## config.mk

```make
export PLATFORM = sky130hd
export DESIGN_NAME = seven_segment_scan_controller
export DESIGN_NICKNAME = d
export VERILOG_FILES = /design/src/rtl/seven_segment_scan_controller.sv
export SDC_FILE = /design/constraint.sdc
export NUM_CORES = 1
export LEC_CHECK = 0
export CELL_PAD_IN_SITES_DETAIL_PLACEMENT = 1
export CELL_PAD_IN_SITES_GLOBAL_PLACEMENT = 1
export CORE_MARGIN = 1.5
export CORE_UTILIZATION = 42
export CTS_CLUSTER_SIZE = 14
export DETAILED_ROUTE_END_ITERATION = 8
export PLACE_DENSITY = 0.74
export RECOVER_POWER = 100
export SKIP_LAST_GASP = 1
export SYNTH_ARGS = -nofsm -noshare
export SYNTH_HDL_FRONTEND = slang
export SYNTH_SLANG_ARGS = --single-unit
```

## constraint.sdc

```tcl
create_clock -name clk -period 2.3 [get_ports clk]
set_clock_uncertainty 0.05 [all_clocks]
set_input_delay 0.46 -clock clk [delete_from_list [all_inputs] [get_ports clk]]
set_output_delay 0.46 -clock clk [all_outputs]
set_load 0.01 [all_outputs]
```

## src/rtl/seven_segment_scan_controller.sv

```systemverilog
// Multiplexed scan driver for a common-anode seven-segment bank.
// New values are staged and committed only at frame wrap or while idle.
module seven_segment_scan_controller #(
  parameter int NUM_DIGITS   = 8,
  parameter int DWELL_CYCLES = 50000,
  parameter int GUARD_CYCLES = 500
) (
  input  logic                    clk,
  input  logic                    clr_n,
  input  logic                    enable,
  input  logic                    lz_en,
  input  logic                    load_valid,
  output logic                    load_ready,
  input  logic [4*NUM_DIGITS-1:0] load_data,
  input  logic [NUM_DIGITS-1:0]   load_dp,
  output logic [7:0]              seg,
  output logic [NUM_DIGITS-1:0]   dig_en,
  output logic                    frame_tick
);

  localparam int CMAX = (DWELL_CYCLES > GUARD_CYCLES) ?
                        DWELL_CYCLES : GUARD_CYCLES;
  localparam int CW = $clog2(CMAX) + 1;
  localparam int IW = $clog2(NUM_DIGITS);
  localparam logic [CW-1:0] DLAST = CW'(DWELL_CYCLES - 1);
  localparam logic [CW-1:0] GLAST = CW'(GUARD_CYCLES - 1);
  localparam logic [IW-1:0] ILAST = IW'(NUM_DIGITS - 1);

  typedef enum logic {GUARD, SHOW} state_t;

  state_t                  state;
  logic [CW-1:0]           cnt;
  logic [IW-1:0]           idx;
  logic [4*NUM_DIGITS-1:0] comm_val;
  logic [NUM_DIGITS-1:0]   comm_dp;
  logic [4*NUM_DIGITS-1:0] stg_val;
  logic [NUM_DIGITS-1:0]   stg_dp;
  logic                    full;

  logic [NUM_DIGITS-1:0]   lead;
  logic                    zero_above;
  logic [3:0]              nib;
  logic                    blank;
  logic [7:0]              show_seg;
  logic [NUM_DIGITS-1:0]   show_en;
  logic                    wrap;

  function automatic logic [6:0] hex7(input logic [3:0] n);
    logic [6:0] s;
    unique case (n)
      4'h0: s = 7'h40;
      4'h1: s = 7'h79;
      4'h2: s = 7'h24;
      4'h3: s = 7'h30;
      4'h4: s = 7'h19;
      4'h5: s = 7'h12;
      4'h6: s = 7'h02;
      4'h7: s = 7'h78;
      4'h8: s = 7'h00;
      4'h9: s = 7'h10;
      4'hA: s = 7'h08;
      4'hB: s = 7'h03;
      4'hC: s = 7'h46;
      4'hD: s = 7'h21;
      4'hE: s = 7'h06;
      default: s = 7'h0E;
    endcase
    return s;
  endfunction

  // lead[i]: every nibble from the top down to i is zero
  always_comb begin
    zero_above = 1'b1;
    lead = '0;
    for (int i = NUM_DIGITS - 1; i >= 0; i--) begin
      zero_above = zero_above && (comm_val[4*i +: 4] == 4'h0);
      lead[i] = zero_above && (i != 0);
    end
  end

  always_comb begin
    nib = comm_val[4*idx +: 4];
    blank = lz_en && lead[idx];
    show_seg = {~comm_dp[idx], blank ? 7'h7F : hex7(nib)};
    show_en = ~(NUM_DIGITS'(1) << idx);
    wrap = enable && (state == SHOW) &&
           (cnt == DLAST) && (idx == ILAST);
  end

  assign load_ready = ~full;

  always_ff @(posedge clk or negedge clr_n) begin
    if (!clr_n) begin
      state      <= GUARD;
      cnt        <= '0;
      idx        <= '0;
      comm_val   <= '0;
      comm_dp    <= '0;
      stg_val    <= '0;
      stg_dp     <= '0;
      full       <= 1'b0;
      seg        <= 8'hFF;
      dig_en     <= '1;
      frame_tick <= 1'b0;
    end else begin
      if (full && (wrap || !enable)) begin
        comm_val <= stg_val;
        comm_dp  <= stg_dp;
        full     <= 1'b0;
      end else if (load_valid && !full) begin
        stg_val <= load_data;
        stg_dp  <= load_dp;
        full    <= 1'b1;
      end

      if (!enable) begin
        state      <= GUARD;
        cnt        <= '0;
        idx        <= '0;
        seg        <= 8'hFF;
        dig_en     <= '1;
        frame_tick <= 1'b0;
      end else begin
        frame_tick <= 1'b0;
        seg        <= (state == SHOW) ? show_seg : 8'hFF;
        dig_en     <= (state == SHOW) ? show_en : '1;
        unique case (state)
          GUARD: begin
            if (cnt == GLAST) begin
              state <= SHOW;
              cnt   <= '0;
            end else begin
              cnt <= cnt + 1'b1;
            end
          end
          SHOW: begin
            if (cnt == DLAST) begin
              state      <= GUARD;
              cnt        <= '0;
              idx        <= (idx == ILAST) ? '0 : idx + 1'b1;
              frame_tick <= (idx == ILAST);
            end else begin
              cnt <= cnt + 1'b1;
            end
          end
          default: begin
            state <= GUARD;
            cnt   <= '0;
          end
        endcase
      end
    end
  end

endmodule
```

==> metrics.sh <==
ENDPOINT_OF_THE_MOST_CRITICAL_REGISTER_TO_REGISTER_PATH='seg[3]$_DFF_PN1_'
FINAL-HOLD-VIOLATION-COUNT=0
INITIALDRTVIOLATIONCOUNT=137
TRACK_USAGE_PCT=19.6
AREA.GROWTH.SYNTH_TO_FINAL_PCT=31.0
ROUTE.DETAILED.WL_PER_INST_UM=18.1
TIMING.FINAL.CRIT_SHARE_PCT=97.3
YOSYSMOSTFREQUENTCELL='sky130_fd_sc_hd__dfrtp_1'
POST_SYNTHESIS_CELL_TYPE_WITH_THE_LARGEST_COMBINED_AREA='sky130_fd_sc_hd__dfrtp_1'
POWER_PER_CELL_AREA_nW_PER_UM2=1020
REG2REG_SETUP_SLACK_NS=0.06
CP-START-KIND='flop'
MAPPEDNETLISTNETS=441
FLOP_AND_LATCH_COUNT_OUT_OF_SYNTHESIS=119
DR_TOTAL_VIAS=3416
IO_PINS=63
DETAILED_ROUTING_ITERATIONS_PASS_1=4
CP_REQUIRED_NS=2.61
ROUTED_WL_MM=12.0
TIMING.FINAL.SETUP_VIOLATIONS=0
YS_ASYNC_RST_SHARE_PCT=100
SYNTH_FF_TYPE='sky130_fd_sc_hd__dfrtp_1'
VIASPERCELL=5.17
ACHIEVABLE-FREQUENCY_GHz=0.447
MAXIMUM_VDD_IR_DROP_uV=521
CHIPWIDTH_UM=116
CTS_MADE_BUFFERS=17
DP_SLACK_NS=-0.0829
SYN-INSTANCE-COUNT=383
CLOCKROOTBUFFER='sky130_fd_sc_hd__clkbuf_16'
MAX_TRANSITION_VIOLS_FINAL=0
FIRST_GLOBAL_VIAS=3727
POST_SYNTH.CELL_AREA_AVG_UM2=13.9
TIMING.CRITICAL_PATH.TO_TYPE='flop'
FLOORPLAN.INITIALDENSITY_PCT=42.7
LAYOUT_CELLS_SIZED_ABOVE_1_PCT=35.6
NETLIST_AREA_UM2=5340
YS_SEQ_AREA_SHARE_PCT=56.1
INSERTEDDIODECOUNT=0
FINAL_CRITICAL_PATH_SETUP_SLACK_NS=0.0614
GRT_START_MAX_NET_PINS=53
CTS_SINKS=119
SYNTH_AREA_LEADERS='sky130_fd_sc_hd__dfrtp_1 48%, sky130_fd_sc_hd__mux2_2 16%, sky130_fd_sc_hd__dfstp_2 7.9%, sky130_fd_sc_hd__mux4_1 3.4%, sky130_fd_sc_hd__ha_1 3.0%'
GRT_ANTENNA_BEFORE_REPAIR=0
STATUS='finished, final reports clean'
WORSTSKEWPAIRLATENCY_NS=0.42
CORE_AREA_UM2=12500
HP-START='cnt[0]$_DFF_PN0_'
POSTROUTEANTENNANETS=0
HTREEDEPTH=4
YS_TYPES=48
CLOCK_PATH_BUFFERS=2
CTS_TREE='yes'
CLASS_OF_THE_MOST_CRITICAL_SETUP_PATH='reg -> reg'
TIMING.MAX_SLEW.REL_SLACK_PCT=41.0
R2R_CELL_COUNT=9
DP_HPWL_MM=7.80
CORE.ROWCOUNT=41
CAP_VIOLATIONS=0
ROUTE.DETAILED.DRC=0
NETS=534
TIMING.HOLD.WORST.CLASS='reg -> reg'
NETLIST.AREA_LEADER.SHARE_PCT=48.3
TOTAL_LEAKAGE_POWER_nW=2.95
DIE_H_UM=116
SYNTH_ENABLE_FLOP_CELLS=0
CRITICAL_PATH.REG2REG.STARTPOINT='idx[0]$_DFFE_PN0P_'
HOLD_END='cnt[0]$_DFF_PN0_'
HOLDPATHSTAGES=1
GRT-OVFL-TOTAL=0
SYNTHESIS.YOSYS.WARNINGS=0
CLOCK_INPUT_TRANSITION_AT_THE_SEQUENTIAL_CELLS_OF_THE_WORST_SETUP_AND_HOLD_PATHS_NS=0.06
FIN_CRIT_NS=2.24
FINALHOLDWORSTSLACK_NS=0.434
BUFFER_PORTS.INSERTED=62
WORST-ENDPOINT-ARRIVAL_NS=2.55
CRIT_PATH_MAX_FANOUT=6
PNR_TOTAL_POWER_mW=7.10
ROUTABILITY_CONGESTION=0.775
GRT_FIRST_PASS_WIRELENGTH_MM=19.5
FULL_DIE_AREA_UM2=13400
UTILIZATION_PCT=55.9
POST_SYNTH_MOST_FREQUENT_CELLS='103 x sky130_fd_sc_hd__dfrtp_1, 78 x sky130_fd_sc_hd__mux2_2, 20 x sky130_fd_sc_hd__nor2_1'
FINAL.SETUP.TNS_NS=0
WORST-SLEW-PIN-TRANSITION_NS=0.885
## worst max path at each step
stage,from,to,slack (ns),cells past startpoint
after detailed placement,idx[0]$_DFFE_PN0P_,seg[3]$_DFF_PN1_,-0.08,8
after floorplan,idx[0]$_DFFE_PN0P_,seg[3]$_DFF_PN1_,0.10,10
final,idx[0]$_DFFE_PN0P_,seg[3]$_DFF_PN1_,0.06,9
after CTS,idx[0]$_DFFE_PN0P_,seg[3]$_DFF_PN1_,0.003,8
after global placement,idx[0]$_DFFE_PN0P_,seg[3]$_DFF_PN1_,0.03,8
after global routing,idx[0]$_DFFE_PN0P_,seg[0]$_DFF_PN1_,-0.008,8
## flip-flops by register name, indices dropped and copies added (netlist names), 3 cells and up
name and count:
stg_dp 8, comm_dp 8, dig_en 8, cnt 17
stg_val 32, idx 3, comm_val 32, seg 8
## through the flow
stage,instance area (um^2),instances
final,7000,661
after global routing,7000,661
after global placement,6320,623
after floorplan,5340,383
after CTS,6960,657
after detailed placement,6320,623
## metal layers
metal	vias up	track usage, %	wire length, um
met1	1767	24.5	5280
met5	-	0	0
met3	21	5.18	392
met4	0	8.29	280
li1	1562	-	-
met2	66	32.2	6020
## power by group
group          internal (mW)  switching [mW]  total [mW]
logic                  0.811           0.548        1.36
clock network           1.77            1.01        2.78
registers               2.59           0.377        2.97
## critical path: stages (launching register included)
cell                       delay (ns)
sky130_fd_sc_hd__dfrtp_2         0.42
sky130_fd_sc_hd__buf_4           0.14
sky130_fd_sc_hd__mux4_2          0.49
sky130_fd_sc_hd__mux2_4          0.33
sky130_fd_sc_hd__inv_1           0.09
sky130_fd_sc_hd__ha_1            0.22
sky130_fd_sc_hd__inv_1           0.10
sky130_fd_sc_hd__mux2i_1         0.09
sky130_fd_sc_hd__mux2i_1         0.13
sky130_fd_sc_hd__nand2b_1        0.11
## layout make-up
type                    count  area (um^2)
clock buffers              19          453
well taps                 172          215
inverters                   9         33.8
repair buffers             90          878
fillers                  1258         5520
multi-input cells         239         2240
clock inverters            13          171
flip-flops and latches    119         3000
## cells in the final DEF (no fill, tap or decap), types with 4 or more instances in the layout
cell | Yosys | final
sky130_fd_sc_hd__nor4_1 | 6 | 5
sky130_fd_sc_hd__mux2_2 | 78 | 78
sky130_fd_sc_hd__mux4_1 | 7 | 7
sky130_fd_sc_hd__mux2i_1 | 8 | 8
sky130_fd_sc_hd__ha_1 | 13 | 13
sky130_fd_sc_hd__dfstp_2 | 16 | 16
sky130_fd_sc_hd__nand3_1 | 10 | 10
sky130_fd_sc_hd__buf_4 | 0 | 23
sky130_fd_sc_hd__inv_1 | 8 | 8
sky130_fd_sc_hd__clkbuf_16 | 0 | 17
sky130_fd_sc_hd__xor2_1 | 9 | 9
sky130_fd_sc_hd__nor2_1 | 20 | 20
sky130_fd_sc_hd__xnor2_1 | 6 | 6
sky130_fd_sc_hd__and2_1 | 5 | 4
sky130_fd_sc_hd__clkdlybuf4s50_1 | 0 | 61
sky130_fd_sc_hd__o21ai_0 | 4 | 4
sky130_fd_sc_hd__nand2_1 | 19 | 19
sky130_fd_sc_hd__or4_1 | 4 | 4
sky130_fd_sc_hd__nand4_1 | 6 | 6
sky130_fd_sc_hd__clkinv_4 | 0 | 5
sky130_fd_sc_hd__and4_1 | 5 | 5
sky130_fd_sc_hd__dfrtp_1 | 103 | 101
sky130_fd_sc_hd__buf_12 | 1 | 4
## repair_timing
action,CTS,global route
gates resized for setup,1,3
hold buffers,1,0
hold endpoints to repair,28,0
buffers inserted,1,4
endpoints found under the setup margin,8,19
pin swaps,0,0
## kinds of logic after synthesis
group,after synthesis,share of synthesized area (%)
fa+ha+maj,14,3.23
simple gates,89,9.07
xor+xnor,15,2.46
mux,102,24.3
buf+inv,25,2.37
compound gates,19,2.41
flops,119,56.1
(Power assumes the default switching activity.)
